$ cat src/rtl/backtrack_unit_pkg.sv
// backtrack_unit_pkg: shared widths, decider stack entry and backtrack FSM states
package backtrack_unit_pkg;
  localparam int MAX_VARS_BITS = 9;
  localparam int LEVEL_BITS = MAX_VARS_BITS + 1;
  typedef struct packed {
    logic [MAX_VARS_BITS-1:0] var_idx;
    logic                     val;
    logic                     flipped;
  } dec_entry_t;
  typedef enum logic [2:0] {IDLE, UNDO_IMPL, UNDO_DEC, FLIP, DONE, UNSAT} bt_state_t;
endpackage

$ cat src/rtl/backtrack_unit.sv
// backtrack_unit: on conflict, unwinds implications and decisions, flipping the newest unflipped decision
module backtrack_unit
  import backtrack_unit_pkg::*;
(
  input  logic                     clock,
  input  logic                     reset,
  input  logic                     start,
  input  logic [LEVEL_BITS-1:0]    dec_depth,
  input  logic                     imply_empty,
  input  logic [MAX_VARS_BITS-1:0] imply_top_var,
  input  logic [LEVEL_BITS-1:0]    imply_top_level,
  output logic                     imply_pop,
  input  logic                     dec_empty,
  input  dec_entry_t               dec_top,
  output logic                     dec_pop,
  output logic                     dec_push,
  output dec_entry_t               dec_push_data,
  output logic                     unassign_en,
  output logic [MAX_VARS_BITS-1:0] unassign_var,
  output logic                     assign_en,
  output logic [MAX_VARS_BITS-1:0] assign_var,
  output logic                     assign_val,
  output logic                     busy,
  output logic                     done,
  output logic                     unsat
);
  bt_state_t state_q, state_d;
  logic [LEVEL_BITS-1:0] level_q, level_d;
  logic [MAX_VARS_BITS-1:0] var_q, var_d;
  logic val_q, val_d, unsat_q, unsat_d, impl_hit;
  assign impl_hit = !imply_empty && imply_top_level == level_q;
  always_ff @(posedge clock)
    if (!reset) begin
      state_q <= IDLE;
      level_q <= '0;
      var_q   <= '0;
      val_q   <= 1'b0;
      unsat_q <= 1'b0;
    end else begin
      state_q <= state_d;
      level_q <= level_d;
      var_q   <= var_d;
      val_q   <= val_d;
      unsat_q <= unsat_d;
    end
  always_comb begin
    state_d       = state_q;
    level_d       = level_q;
    var_d         = var_q;
    val_d         = val_q;
    unsat_d       = unsat_q;
    imply_pop     = 1'b0;
    dec_pop       = 1'b0;
    dec_push      = 1'b0;
    dec_push_data = '0;
    unassign_en   = 1'b0;
    unassign_var  = '0;
    assign_en     = 1'b0;
    assign_var    = '0;
    assign_val    = 1'b0;
    done          = 1'b0;
    case (state_q)
      IDLE: if (start) begin
        level_d = dec_depth;
        state_d = UNDO_IMPL;
      end
      UNDO_IMPL: if (impl_hit) begin
        imply_pop    = 1'b1;
        unassign_en  = 1'b1;
        unassign_var = imply_top_var;
      end else state_d = UNDO_DEC;
      UNDO_DEC: if (dec_empty) begin
        unsat_d = 1'b1;
        state_d = UNSAT;
      end else begin
        dec_pop      = 1'b1;
        unassign_en  = 1'b1;
        unassign_var = dec_top.var_idx;
        level_d      = dec_top.flipped ? level_q - LEVEL_BITS'(1) : level_q;
        var_d        = dec_top.flipped ? var_q : dec_top.var_idx;
        val_d        = dec_top.flipped ? val_q : dec_top.val;
        state_d      = dec_top.flipped ? UNDO_IMPL : FLIP;
      end
      // pop happened last cycle, so this push keeps the stack depth unchanged
      FLIP: begin
        dec_push      = 1'b1;
        dec_push_data = '{var_q, ~val_q, 1'b1};
        assign_en     = 1'b1;
        assign_var    = var_q;
        assign_val    = ~val_q;
        state_d       = DONE;
      end
      DONE: begin
        done    = 1'b1;
        state_d = IDLE;
      end
      UNSAT: state_d = UNSAT;
      default: state_d = IDLE;
    endcase
  end
  assign busy  = state_q != IDLE && state_q != UNSAT;
  assign unsat = unsat_q;
endmodule

$ cat config.mk
export PLATFORM = sky130hd
export DESIGN_NAME = backtrack_unit
export DESIGN_NICKNAME = d
export VERILOG_FILES = /design/src/rtl/backtrack_unit_pkg.sv /design/src/rtl/backtrack_unit.sv
export SDC_FILE = /design/constraint.sdc
export NUM_CORES = 1
export LEC_CHECK = 0
export ABC_CLOCK_PERIOD_IN_PS = 2200
export CAP_MARGIN = 20
export CORE_MARGIN = 4
export CORE_UTILIZATION = 40
export CTS_CLUSTER_SIZE = 14
export DETAILED_ROUTE_END_ITERATION = 10
export PLACE_DENSITY = 0.8
export SLEW_MARGIN = 20
export SYNTH_ARGS = -nofsm -noshare
export SYNTH_HDL_FRONTEND = slang
export SYNTH_SLANG_ARGS = --single-unit
$ cat constraint.sdc
create_clock -name clock -period 2.2 [get_ports clock]
set_input_delay 0.44 -clock clock [delete_from_list [all_inputs] [get_ports clock]]
set_output_delay 0.44 -clock clock [all_outputs]
set_load 0.02 [all_outputs]
==> results_dict.tcl <==
set metrics [dict create \
    status "finished, violations left" \
    violations "negative setup slack" \
    final_util_pct 72.07 \
    syn_to_final_growth_pct 68.18 \
    die-area_um2 5154 \
    fill_cells 275 \
    cp_max_fo 3 \
    antenna_left 0 \
    clkLatencyLatePin_ns 0.27 \
    clock-root-buffer "clkbuf_8" \
    synth-edff-count 0 \
    grt_start_max_net_pins 20 \
    synth_cell_types 44 \
    grt_remaining_overflow 0 \
    place_hpwl_um 3860 \
    start_util_pct 42.85 \
    wl_per_cell_um 16.86 \
    vdd_drop_max_mv 0.2678 \
    die_h_um 71.79 \
    clk_pin_slew_worst_paths_ns 0.09 \
    drive_gt1_share_pct 26.04 \
    gr-usage-all-layers_pct 19.95 \
    syn_nets 239 \
    cts.path.max_buffers 2 \
    final_nets 335 \
    drc 0 \
    hold-worst-slack_ns 0.4835 \
    slew_viol_final 0 \
    hold_viol 0 \
    cp.arrival_ns 1.92 \
    num_vias 1787 \
    max-cap-violations 0 \
    gp_congestion 0.8119 \
    crit_required_ns 1.76 \
    cts_made_buffers 3 \
    rsz0062_at_grt "true" \
    drt_iter0_drc 148 \
    fmax_mhz 424.1 \
    preCtsSetupSlack_ns -0.7042 \
    grt_pass1_wl_um 8190 \
    cts_tree "built" \
    h-tree-depth 1 \
    syn_area_per_cell_um2 8.434 \
    dominantRegCellSynth "dfxtp_1" \
    ys_seq_elements 24 \
    slew_headroom_pct 59.49 \
    io_buffer_count 82 \
    p_per_area_nw_per_um2 475.9 \
    leakagePower_nw 1.268 \
    pin_count 83 \
    crit_type "input port to output port" \
    antenna_found_initial 0 \
    tightest_slew_ns 0.6027 \
    fin_crit_sh_pct 107.2 \
    synthCells 193 \
    rows 22 \
    setup_violations 11 \
    skew_ns 0.006858 \
    viasPerCell 5.318 \
    cts_hold_buf 0 \
    coreArea_um2 3799 \
    cts.sinks 24 \
    layout_commonest_cell "clkdlybuf4s50_1" \
    start_kind "input port" \
    die_width_um 71.79 \
    grt_pass1_vias 1637 \
    yosysSeqAreaShare_pct 29.52 \
    dr.pass1.iters 4 \
    ys_warn_count 0 \
    synthesis.area_um2 1628 \
    period_minus_slack_ns 2.358 \
    hp-class "flop to flop" \
    antenna_cells 0 \
    wirelength_um 5664 \
    async_flop_share_pct 0 \
    critPathCaptureType "output port" \
    setup_slack_ns -0.1580 \
    final_cell_mix "36 x clkdlybuf4s50_1, 32 x buf_4, 23 x dlygate4sd2_1, 21 x nor2_1, 19 x dfxtp_1" \
]
layout make-up:
| type | count | area [um^2] | area share, % |
|---|---|---|---|
| clock buffers | 3 | 41.29 | 1.508 |
| clock inverters | 1 | 30.03 | 1.097 |
| inverters | 5 | 18.77 | 0.6856 |
| multi-input cells | 139 | 1036 | 37.84 |
| flip-flops and latches | 24 | 486.7 | 17.78 |
| well taps | 48 | 60.06 | 2.194 |
| repair buffers | 116 | 1065 | 38.89 |
worst max-delay path, cell delays in order:
cell and delay [ns]:
clkdlybuf4s50_1 0.45, xnor2_2 0.26, and4_4 0.32, buf_6 0.11
buf_6 0.08, a22o_1 0.13, buf_6 0.12
power by group:
part / leakage (nW) / internal [mW] / total (mW) / switching [mW]
clock: 0.0357 / 0.243 / 0.391 / 0.148
sequential: 0.197 / 0.460 / 0.484 / 0.0232
combinational: 1.04 / 0.220 / 0.428 / 0.208
cell families after synthesis:
group                    synth area share, %
AND/OR/NAND/NOR                        24.37
flip-flops                             29.52
AO/OA/AOI/OAI                          20.29
buffers and inverters                  12.91
adder cells (fa/ha/maj)               0.7685
XOR/XNOR                               5.381
multiplexers                           6.764
what timing repair did:
item / CTS / global route
pin swaps: 11 / 10
gates cloned: 1 / 0
gates resized for setup: 114 / 21
setup buffers: 8 / 1
endpoints found under the setup margin: 36 / 17
flip-flops by register name, summed over array words and instances, names as in the netlist:
name     flops
unsat        1
var_q        9
state_q      3
level_q     10
val_q        1
synth_stat cells (all sizes together), types with 2 or more instances:
cell / count / area, um^2
dfxtp: 24 / 480.5
buf: 23 / 180.2
nor2: 21 / 78.83
mux2i: 11 / 110.1
a21oi: 10 / 50.05
o21ai: 10 / 50.05
a22o: 9 / 78.83
and3: 9 / 56.30
xor2: 9 / 78.83
nand2: 6 / 22.52
nor2b: 5 / 31.28
a211oi: 4 / 30.03
a21o: 4 / 30.03
inv: 4 / 15.01
nand3b: 4 / 30.03
nor3: 4 / 25.02
nor3b: 4 / 40.03
nor4: 4 / 31.28
clkbuf: 3 / 11.26
o211ai: 3 / 22.52
a31oi: 2 / 12.51
and2: 2 / 12.51
nand4: 2 / 12.51
or2: 2 / 12.51
or3b: 2 / 20.02
per-stage QoR:
| stage | setup TNS (ns) | power [mW] | instances | area, um^2 |
|---|---|---|---|---|
| CTS | -1.159 | 1.279 | 335 | 2689 |
| global placement | -6.824 | 0.8616 | 323 | 2512 |
| detailed placement | -7.617 | 0.8692 | 323 | 2512 |
| floorplan | 0 | 0.6799 | 193 | 1628 |
| finish | -0.8424 | 1.303 | 336 | 2738 |
| global route | -1.470 | 1.353 | 336 | 2738 |
per-layer routing:
layer / routed length [um] / vias up / share of wire [%] / track usage, %
met3: 308 / 14 / 5.4 / 1.823
met1: 2286 / 833 / 40 / 25.44
met5: 0 / - / 0 / 0
met2: 2982 / 72 / 53 / 35.41
li1: - / 868 / - / -
met4: 86 / 0 / 1.5 / 5.846
final timing paths:
| path | slack [ns] | start | depth (start not counted) | endpoint |
|---|---|---|---|---|
| hold reg to reg | 0.48 | unsat | 2 | unsat |
| setup reg to reg | 0.29 | state_q[1] | 7 | var_q[1] |
| hold / removal | 0.48 | unsat | 2 | unsat |
| setup / recovery | -0.16 | imply_top_level[4] | 7 | unassign_var[5] |
(Power assumes the default switching activity.)
